### src/rtl/add_serial_sched.sv
// Round-robin / fixed-priority scheduler sharing one bit-serial adder among NREQ requesters.
// Define ADD_SERIAL_SCHED_RR_EN for round-robin arbitration; otherwise the lowest index wins.
module add_serial_sched #(
   parameter int NREQ    = 4,
   parameter int W       = 8,
   parameter int ADD_LAT = 10
) (
   input  logic              clk,
   input  logic              rst,
   input  logic [NREQ-1:0]   req,
   input  logic [NREQ*W-1:0] a_in,
   input  logic [NREQ*W-1:0] b_in,
   output logic [NREQ-1:0]   gnt,
   output logic [NREQ-1:0]   done,
   output logic [W-1:0]      result,
   output logic              add_en,
   output logic [W-1:0]      add_a,
   output logic [W-1:0]      add_b,
   input  logic [W-1:0]      add_out
);

   localparam int IW = (NREQ > 1) ? $clog2(NREQ) : 1;
   localparam int CW = ($clog2(ADD_LAT) > 0) ? $clog2(ADD_LAT) : 1;

   // Handshake: a requester raises req[i] with valid operands and holds it until
   // done[i]; the grant edge is the only point where operands are sampled.
   typedef enum logic [1:0] {
      ST_IDLE    = 2'd0,
      ST_ISSUE   = 2'd1,
      ST_WAIT    = 2'd2,
      ST_RELEASE = 2'd3
   } state_t;

   state_t          state_q, state_d;
   logic [CW-1:0]   cnt_q, cnt_d;
   logic [IW-1:0]   win_q, win_d;
   logic [NREQ-1:0] gnt_q, gnt_d;
   logic [NREQ-1:0] done_q, done_d;
   logic [W-1:0]    result_q, result_d;
   logic            add_en_q, add_en_d;
   logic [W-1:0]    add_a_q, add_a_d;
   logic [W-1:0]    add_b_q, add_b_d;

   logic            req_any;
   logic [IW-1:0]   pick;

`ifdef ADD_SERIAL_SCHED_RR_EN
   logic [IW-1:0]   rr_ptr_q, rr_ptr_d;
   int unsigned     arb_t;
   logic [IW-1:0]   arb_cand;

   // Scan downwards so the candidate closest to rr_ptr overwrites the others.
   always_comb begin
      pick     = '0;
      req_any  = 1'b0;
      arb_t    = 0;
      arb_cand = '0;
      for (int k = NREQ - 1; k >= 0; k--) begin
         arb_t = int'(rr_ptr_q) + k;
         if (arb_t >= NREQ) arb_t = arb_t - NREQ;
         arb_cand = IW'(arb_t);
         if (req[arb_cand]) begin
            pick    = arb_cand;
            req_any = 1'b1;
         end
      end
   end
`else
   always_comb begin
      pick    = '0;
      req_any = 1'b0;
      for (int k = NREQ - 1; k >= 0; k--) begin
         if (req[k]) begin
            pick    = IW'(k);
            req_any = 1'b1;
         end
      end
   end
`endif

   always_comb begin
      state_d  = state_q;
      cnt_d    = cnt_q;
      win_d    = win_q;
      gnt_d    = gnt_q;
      done_d   = '0;
      result_d = result_q;
      add_en_d = 1'b0;
      add_a_d  = add_a_q;
      add_b_d  = add_b_q;
`ifdef ADD_SERIAL_SCHED_RR_EN
      rr_ptr_d = rr_ptr_q;
`endif
      case (state_q)
         ST_IDLE: begin
            if (req_any) begin
               win_d    = pick;
               gnt_d    = {{(NREQ-1){1'b0}}, 1'b1} << pick;
               add_a_d  = a_in[pick*W +: W];
               add_b_d  = b_in[pick*W +: W];
               add_en_d = 1'b1;
               state_d  = ST_ISSUE;
            end
         end
         ST_ISSUE: begin
            cnt_d   = '0;
            state_d = ST_WAIT;
         end
         ST_WAIT: begin
            if (cnt_q == CW'(ADD_LAT - 1)) begin
               result_d = add_out;
               done_d   = {{(NREQ-1){1'b0}}, 1'b1} << win_q;
               // Release pulse: returns the adder from DONE to IDLE.
               add_en_d = 1'b1;
               state_d  = ST_RELEASE;
            end else begin
               cnt_d = cnt_q + 1'b1;
            end
         end
         ST_RELEASE: begin
            gnt_d   = '0;
`ifdef ADD_SERIAL_SCHED_RR_EN
            rr_ptr_d = (win_q == IW'(NREQ - 1)) ? '0 : win_q + 1'b1;
`endif
            state_d = ST_IDLE;
         end
         default: state_d = ST_IDLE;
      endcase
   end

   always_ff @(posedge clk or posedge rst) begin
      if (rst) begin
         state_q  <= ST_IDLE;
         cnt_q    <= '0;
         win_q    <= '0;
         gnt_q    <= '0;
         done_q   <= '0;
         result_q <= '0;
         add_en_q <= 1'b0;
         add_a_q  <= '0;
         add_b_q  <= '0;
`ifdef ADD_SERIAL_SCHED_RR_EN
         rr_ptr_q <= '0;
`endif
      end else begin
         state_q  <= state_d;
         cnt_q    <= cnt_d;
         win_q    <= win_d;
         gnt_q    <= gnt_d;
         done_q   <= done_d;
         result_q <= result_d;
         add_en_q <= add_en_d;
         add_a_q  <= add_a_d;
         add_b_q  <= add_b_d;
`ifdef ADD_SERIAL_SCHED_RR_EN
         rr_ptr_q <= rr_ptr_d;
`endif
      end
   end

   assign gnt    = gnt_q;
   assign done   = done_q;
   assign result = result_q;
   assign add_en = add_en_q;
   assign add_a  = add_a_q;
   assign add_b  = add_b_q;

endmodule

### config.mk
export PLATFORM = sky130hd
export DESIGN_NAME = add_serial_sched
export DESIGN_NICKNAME = d
export VERILOG_FILES = /design/src/rtl/add_serial_sched.sv
export SDC_FILE = /design/constraint.sdc
export NUM_CORES = 1
export LEC_CHECK = 0
export ABC_AREA = 1
export CAP_MARGIN = 15
export CELL_PAD_IN_SITES_DETAIL_PLACEMENT = 1
export CELL_PAD_IN_SITES_GLOBAL_PLACEMENT = 2
export CORE_UTILIZATION = 20
export DETAILED_ROUTE_END_ITERATION = 8
export GPL_TIMING_DRIVEN = 0
export HOLD_SLACK_MARGIN = 0.05
export PLACE_DENSITY = 0.88
export SETUP_SLACK_MARGIN = 0.4
export SLEW_MARGIN = 20
export SYNTH_ARGS = -nofsm -noshare
export SYNTH_HDL_FRONTEND = slang
export SYNTH_SLANG_ARGS = --single-unit
### constraint.sdc
create_clock -name clk -period 1.3 [get_ports clk]
set_input_delay 0.195 -clock clk [delete_from_list [all_inputs] [get_ports clk]]
set_output_delay 0.195 -clock clk [all_outputs]
set_load 0.01 [all_outputs]
# Word level (Yosys, flattened, before mapping)
# Cells that the tools add are included.
[word_totals]
ff_bits = 41
latchBits = 0
ramBits = 0
mem_bits_ro = 0
inputBits = 78
out_inout_bits = 33
n_memories = 0
[op_classes]
n_addsub = 1
multipliers = 0
n_div = 0
magnitude_cmp = 0
eq_ne = 7
shift = 4
n_mux = 20
bitwise_logic = 0
n_reduce_logical = 8
[op_table]
columns = ["op", "count"]
rows = [
  ["$shiftx 32x6->8", 2],
  ["$mux 4", 4],
  ["$pmux 4 s2", 2],
  ["$mux 2", 6],
  ["$reduce_and 2->1", 5],
  ["$pmux 2 s4", 1],
  ["$shl 1x2->4 const A", 2],
  ["$mux 1", 6],
  ["$ne 2x2->1 const B", 3],
  ["$add 4x1->4 const B", 1],
  ["$eq 2x2->1 const B", 2],
  ["$eq 4x4->1 const B", 1],
  ["$reduce_bool 2->1", 2],
  ["$eq 2x1->1 const B", 1],
  ["$logic_not 2->1", 1],
  ["$pmux 1 s2", 1],
]

# Logic depth before layout (Yosys ltp)
# Gate-level depths: netlist of the first run.
[logic_depth]
word_depth = 7
mapped_depth = 9
ltp_nobuf = 8

# Worst setup path before layout of the first run
# Ideal clock, no wire load.
[synth_timing]
path_kind = "register to register"
startpoint = "reg state_q[0]"
endpoint = "reg result_q[0], in the netlist result[0]"
setup_ns = 0.117
arrival_ns = 1.262
setup_slack_ns = -0.078
path_stages_with_launch = 9
n_path_buf = 1
cell_sequence = "dfrtp_1 inv_1 ha_1 inv_1 nor2_4 inv_2 buf_2 nand2_1 nand2_1"
[synth_between]
elab_chain_cells = 2
[synth_lines]
columns = ["item", "line_no", "rtl"]
rows = [
  ["start, declared", "34", "state_t state_q, state_d;"],
  ["start signal, assigned", "146", "state_q <= state_d;"],
  ["$eq 2x2->1", "94", "case (state_q)"],
  ["$reduce_and 2->1 (no line)", "-", ""],
  ["end signal, assigned", "151", "result_q <= result_d;"],
  ["end, declared", "39", "logic [W-1:0] result_q, result_d;"],
]
# Every way passes these cells.
# A chain may end at the register's enable or synchronous reset.

# Worst setup path in the final report of the first run
[layout_timing]
startpoint = "reg cnt_q[1]"
endpoint = "reg cnt_q[2]"
[layout_between]
elab_chain_cells = 3
[layout_lines]
columns = ["item", "line_no", "rtl"]
rows = [
  ["start, declared", "35", "logic [CW-1:0] cnt_q, cnt_d;"],
  ["start signal, assigned", "147", "cnt_q <= cnt_d;"],
  ["$add 4x1->4 / $eq 4x4->1 (equally long branches)", "117, 110", ""],
  ["$mux 4 / $ne 2x2->1 (equally long branches)", "-", ""],
  ["$pmux 4 s2 / $reduce_and 2->1 (equally long branches)", "-", ""],
]
# Parallel ways exist; a longest one is shown, timed or not. The select of a mux whose other input is x is not followed.

==> run metrics, run 1 <==
share of the synthesized area in the top cell type=0.416; Post-DP HPWL=6.86 mm; Tightest Pin Transition=0.514 ns; largest net degree at the start of global routing=22; die width=113 um; Final #Nets=571; row cnt=40; critical setup path kind=reg2reg; Fillers=1431; Crit path max-delay family=flip-flops; layout cells sized above 1=0.349; CP cell instances=inv_1, ha_2, nand3_4, nand2_4, nor2_4, o21ai_2, a21oi_2; Chip Height=113 um; share of flip-flops with an asynchronous set or reset=1.00; fmax=758 MHz; synth-to-layout area growth=80.7%; Iteration-0 DRC Markers=129; Initial DRT Pass Iterations=4; warnings from Yosys=0; Worst VDD drop=647 uV; Setup WS pre-CTS=-0.506 ns; LEAKAGE=2.09 nW; die area=0.0128 mm2; Critical Path AT=1.48 ns; Slew Viols, Final=0; placed cells=582; filler-free cell count of the finished design=634; num ports=111; DR vias/cell=4.41; Seq pwr share=0.278; DRC Markers=0; Wirelength per Cell=15.6 um; RSZ-0062 raised after global routing=yes; vias in the first global route=3038; syn_nets=410; status=finished, violations left; WHS=0.366 ns; worst skew pair latency=0.28 ns; clk slew on worst S/H paths=0.06 ns; Final Setup Violations=5; failing checks=negative setup slack; Sw Ratio=0.392; gr ovfl total=0; startpoint types=flip-flop; Tcrit/Tclk final=1.02; internal power=4.88 mW; Synth Flop Type=dfrtp_1; WL final=9.88 mm; initial antenna violation count=0; Max Fanout on Critical Path=5; count of different cell masters after synthesis=22; sequential fraction of the synthesis area=0.416; worst endpoint required time=1.46 ns; Slew HR=0.656; syn avg cell area=7.58 um2; Max H-tree Level=2; Fin. Hold Viols=0; Power Dens Cells=1800 mW/mm2; CP Buf/Inv Count=1; Ant. Diodes=0; type of the most critical hold path=in2reg; cell taking the most area after synthesis=dfrtp_1; routed via count=2793; root buffer cell=clkbuf_16; final setup TNS=-0.0384 ns; top-count cell post-synth=nand2_1; Total Power=8.02 mW; Mapped Area=0.00246 mm2; CTS tree=yes; top cells by area, synth=dfrtp_1 42%, nand2_1 13%, nand3_1 11%; Max-Cap Viols=0; most frequent cells after synthesis=84 x nand2_1, 55 x nand3_1, 42 x nor2_1, 41 x dfrtp_1, 29 x inv_1; Combinational Power Share=0.566; cts bufs inserted=5; min Tclk post-route=1.32 ns; NetSw=3.14 mW; slowest stage delay, CP=0.40 ns; core area=0.0120 mm2; EDFF count, synth=0; Post-Syn Instances=325; GRT Total Usage=0.152; clock share of power=0.156; Initial Utilization=0.205; Fin Clk Skew=0.00514 ns; clk sinks=41; Seq cells post-synth=41; ANT nets after route=0; PortBufs=110; kind of end point of the critical path=flip-flop; Critical-path top delay cell=dfrtp_1; placer's final routability congestion estimate=0.779; Max clock buf depth=2; global-route wire length before repair=15.0 mm; post-route setup slack=-0.0200 ns
[path summary, 6_finish.rpt]
kind                           start  slack [ns]        end  depth (start not counted)
max in group asynchronous        rst        0.54   win_q[0]                          2
min in group asynchronous        rst        0.45  result[6]                          2
min reg2reg                result[4]        0.48  result[4]                          2
max                         cnt_q[1]       -0.02   cnt_q[2]                          7
min                           req[1]        0.37     gnt[1]                          3
max reg2reg                 cnt_q[1]       -0.02   cnt_q[2]                          7
[sequential cells by signal (all words and copies together), names as in the netlist]
signal   cells
gnt          4
state_q      2
done         4
add_b        8
result       8
add_a        8
cnt_q        4
win_q        2
add_en       1
[layer usage]
metal / GRT usage / share of wire / vias up
li1: - / - / 1378
met5: 0 / 0 / -
met3: 0.0257 / 0.045 / 7
met2: 0.288 / 0.53 / 64
met1: 0.178 / 0.42 / 1344
met4: 0.0316 / 0.0096 / 0
[final cells by class]
type | count | area, um2 | share of cell area
flip-flops and latches | 41 | 1030 | 0.231
plain buffers | 16 | 156 | 0.0351
multi-input cells | 234 | 1420 | 0.319
repair inverters | 1 | 7.51 | 0.00169
inverters | 34 | 149 | 0.0335
well taps | 147 | 184 | 0.0413
clock buffers | 5 | 125 | 0.0281
clock inverters | 3 | 22.5 | 0.00506
repair buffers | 153 | 1360 | 0.306
[power groups by stage]
stage,Combinational (mW),Clock (mW),Sequential [mW]
floorplan,1.49,0,2.37
global placement,3.14,0,2.19
detailed placement,3.26,0,2.23
CTS,3.83,1.30,2.16
global route,4.90,1.34,2.29
finish,4.54,1.25,2.23
[layout by cell type (no fill, tap or decap), types with 5 or more instances in the layout]
cell type	netlist	routed
clkdlybuf4s50_1	0	73
nand2_1	84	67
nand3_1	55	52
dfrtp_1	41	41
buf_4	6	40
nor2_1	42	32
buf_2	3	27
inv_1	29	23
buf_6	7	21
nand2_2	2	16
nand4_1	13	13
nor2_2	0	8
nand2_4	4	6
clkbuf_16	0	6
inv_2	4	5
o21ai_1	0	5
[cell families after synthesis]
kind of cell | after synthesis | share of synthesized area
xor gates and xnor gates | 1 | 0.00356
AOI/OAI and AO/OA | 18 | 0.0416
and+or+nand+nor | 208 | 0.394
adders and majority gates | 7 | 0.0355
buffers and inverters | 50 | 0.109
DFF | 41 | 0.416
[worst min-delay path: cells and delay by family]
kind	cells	cell delay [ns]
AOI/OAI and AO/OA	1	0.09
and+or+nand+nor	1	0.14
buffers and inverters	1	0.18
[timing repair]
action	in CTS	in global routing
pin swaps	12	23
endpoints found under the setup margin	115	74
gates cloned	3	1
setup buffers	27	13
resized for setup	172	53
hold buffers	0	0
[through the flow]
stage	utilization	area, um2
global placement	0.317	3810
floorplan	-	2520
detailed placement	0.317	3810
finish	0.371	4450
CTS	0.346	4150
global route	0.371	4450
Note: power is estimated with default switching activity, not from simulation.
==> run 2: changes to the inputs <==
- SETUP_SLACK_MARGIN: 0.4 -> 0.02
==> run 2 against run 1 <==
Effect of this change: worst setup slack worse by 0.011 ns; non-clock buffer count is 18 lower; first-iteration DRC count is 29% lower; die area stayed put; wire length is 4.5% lower; the flow still finishes with violations (negative setup slack); count of clock-buffer cells in the layout is 1 higher.
==> run metrics, run 2 (synthesis gave the netlist of run 1 again) <==
Chip Height=113 um (unchanged); Critical Path AT=1.49 ns (was 1.48 ns); post-route setup slack=-0.0310 ns (was -0.0200 ns); synth-to-layout area growth=77.0% (was 80.7%); Initial DRT Pass Iterations=4 (unchanged); Ant. Diodes=0 (unchanged); Slew Viols, Final=0 (unchanged); Seq pwr share=0.293 (was 0.278); r2r setup slk=-0.03 ns (was -0.02 ns); die width=113 um (unchanged); kind of end point of the critical path=flip-flop (unchanged); grt met1 use=0.192 (was 0.178); RSZ-0062 raised after global routing=yes (unchanged); met3 Usage GRT=0.0230 (was 0.0257); internal power=4.64 mW (was 4.88 mW); largest net degree at the start of global routing=32 (was 22); Post-DP HPWL=6.94 mm (was 6.86 mm); clk sinks=41 (unchanged); Combinational Power Share=0.514 (was 0.566); failing checks=negative setup slack (unchanged); startpoint types=flip-flop (unchanged); clk slew on worst S/H paths=0.07 ns (was 0.06 ns); commonest non-fill, non-tap cell in the layout=clkdlybuf4s50_1 (unchanged); Critical Path Most Common Cell=nand2_2; register area=0.00103 mm2 (unchanged); Critical R2R Capture=state_q[0] (was cnt_q[2]); DR vias/cell=4.45 (was 4.41); Iteration-0 DRC Markers=91 (was 129); Critical-path top delay cell=dfrtp_1 (unchanged); routed via count=2738 (was 2793); final setup TNS=-0.0737 ns (was -0.0384 ns); WL final=9.44 mm (was 9.88 mm); multi-input logic area=0.00139 mm2 (was 0.00142 mm2); Power Dens Cells=1730 mW/mm2 (was 1800 mW/mm2); type of the most critical hold path=in2async (was in2reg); Slew HR=0.792 (was 0.656); placer's final routability congestion estimate=0.741 (was 0.779); Setup WS pre-CTS=-0.496 ns (was -0.506 ns); met2 usage=0.269 (was 0.288); worst skew pair latency=0.29 ns (was 0.28 ns); core area=0.0120 mm2 (unchanged); global-route wire length before repair=15.2 mm (was 15.0 mm); Fillers=1417 (was 1431); Fin Clk Skew=0.00768 ns (was 0.00514 ns); clock share of power=0.193 (was 0.156); ANT nets after route=0 (unchanged); DRC Markers=0 (unchanged); slowest stage delay, CP=0.41 ns (was 0.40 ns); Wirelength per Cell=15.3 um (was 15.6 um); Sw Ratio=0.385 (was 0.392); gr busiest metal=met2 (unchanged); die area=0.0128 mm2 (unchanged); min Tclk post-route=1.33 ns (was 1.32 ns); PortBufs=110 (unchanged); layout cells sized above 1=0.246 (was 0.349); Max Fanout on Critical Path=5 (unchanged); Max H-tree Level=2 (unchanged); worst endpoint required time=1.46 ns (about the same); Initial Utilization=0.205 (unchanged); Tightest Pin Transition=0.311 ns (was 0.514 ns); Worst VDD drop=497 uV (was 647 uV); most frequent cells in the layout=73 x clkdlybuf4s50_1, 67 x nand2_1, 53 x nand3_1 (was 73 x clkdlybuf4s50_1, 67 x nand2_1, 52 x nand3_1); gr ovfl total=0 (unchanged); FF-to-FF Start=state_q[1] (was cnt_q[1]); critical setup path kind=reg2reg (unchanged); Final Setup Violations=7 (was 5); initial antenna violation count=0 (unchanged); root buffer cell=clkbuf_16 (unchanged); row cnt=40 (unchanged); CP cell instances=buf_4, ha_4, nand2_2, nand2_2, nand2_1, o21ai_0 (was inv_1, ha_2, nand3_4, nand2_4, nor2_4, o21ai_2, a21oi_2); status=finished, violations left (unchanged); Max clock buf depth=2 (unchanged); NetSw=2.90 mW (was 3.14 mW); num ports=111 (unchanged); Tcrit/Tclk final=1.02 (about the same); vias in the first global route=2994 (was 3038); Fin. Hold Viols=0 (unchanged); fmax=751 MHz (was 758 MHz); Final #Nets=552 (was 571); Max-Cap Viols=0 (unchanged); worst r2r path cells=6 (was 7); CTS tree=yes (unchanged); cts bufs inserted=5 (unchanged); GRT Total Usage=0.153 (was 0.152); LEAKAGE=2.05 nW (was 2.09 nW)
## run 2: timing repair
action | in CTS | in global routing
pin swaps | 24 | 18
setup endpoints to repair | 73 | 39
gates cloned | 3 | 0
resized for setup | 82 | 34
hold buffers | 0 | 0
setup buffers | 17 | 5
## run 2: how the worst max path moves through the flow
stage | startpoint | to | slack (ns) | depth (start not counted)
finish | state_q[1] | state_q[0] | -0.03 | 6
global route | state_q[0] | state_q[0] | -0.10 | 7
CTS | state_q[0] | add_a[4] | -0.02 | 7
detailed placement | req[1] | add_a[4] | -0.50 | 8
global placement | rst | cnt_q[0] | -0.84 | 2
floorplan | state_q[0] | result[0] | 0.02 | 8
## run 2: worst max-delay path, delay by kind of cell (launching register included)
| kind | cells | cell delay (ns) |
|---|---|---|
| buf+inv | 1 | 0.15 |
| fa+ha+maj | 1 | 0.17 |
| compound gates | 1 | 0.11 |
| flops | 1 | 0.41 |
| simple gates | 3 | 0.36 |
## run 2: per-stage QoR
stage          power (mW)  instances  instance area, um2   util  hold WS [ns]
2_1_floorplan        3.82        325                2500      -         0.312
3_3_place_gp         5.30        582                3780  0.315         0.462
3_5_place_dp         5.46        583                3800  0.317         0.460
4_1_cts              7.43        611                4250  0.354         0.185
5_1_grt              8.07        615                4360  0.363         0.215
6_report             7.54        615                4360  0.363         0.178
## run 2: metal layers
metal / part of all wire / wire, um
met1: 0.44 / 4120
met2: 0.50 / 4750
met3: 0.043 / 409
met4: 0.016 / 153
met5: 0 / 0
## run 2: area by class of cell
type	count	area share
multi-input combinational	234	0.319
timing repair buffer	135	0.295
sequential	41	0.235
tap	147	0.0422
buffer	16	0.0367
inverter	34	0.0339
clock buffer	6	0.0296
clock inverter	2	0.00890
## run 2: power groups by stage
| stage | clock network, mW | registers, mW | logic (mW) |
|---|---|---|---|
| 2_1_floorplan | 0 | 2.37 | 1.45 |
| 3_3_place_gp | 0 | 2.19 | 3.11 |
| 3_5_place_dp | 0 | 2.23 | 3.23 |
| 4_1_cts | 1.51 | 2.19 | 3.73 |
| 5_1_grt | 1.55 | 2.28 | 4.25 |
| 6_report | 1.46 | 2.21 | 3.88 |
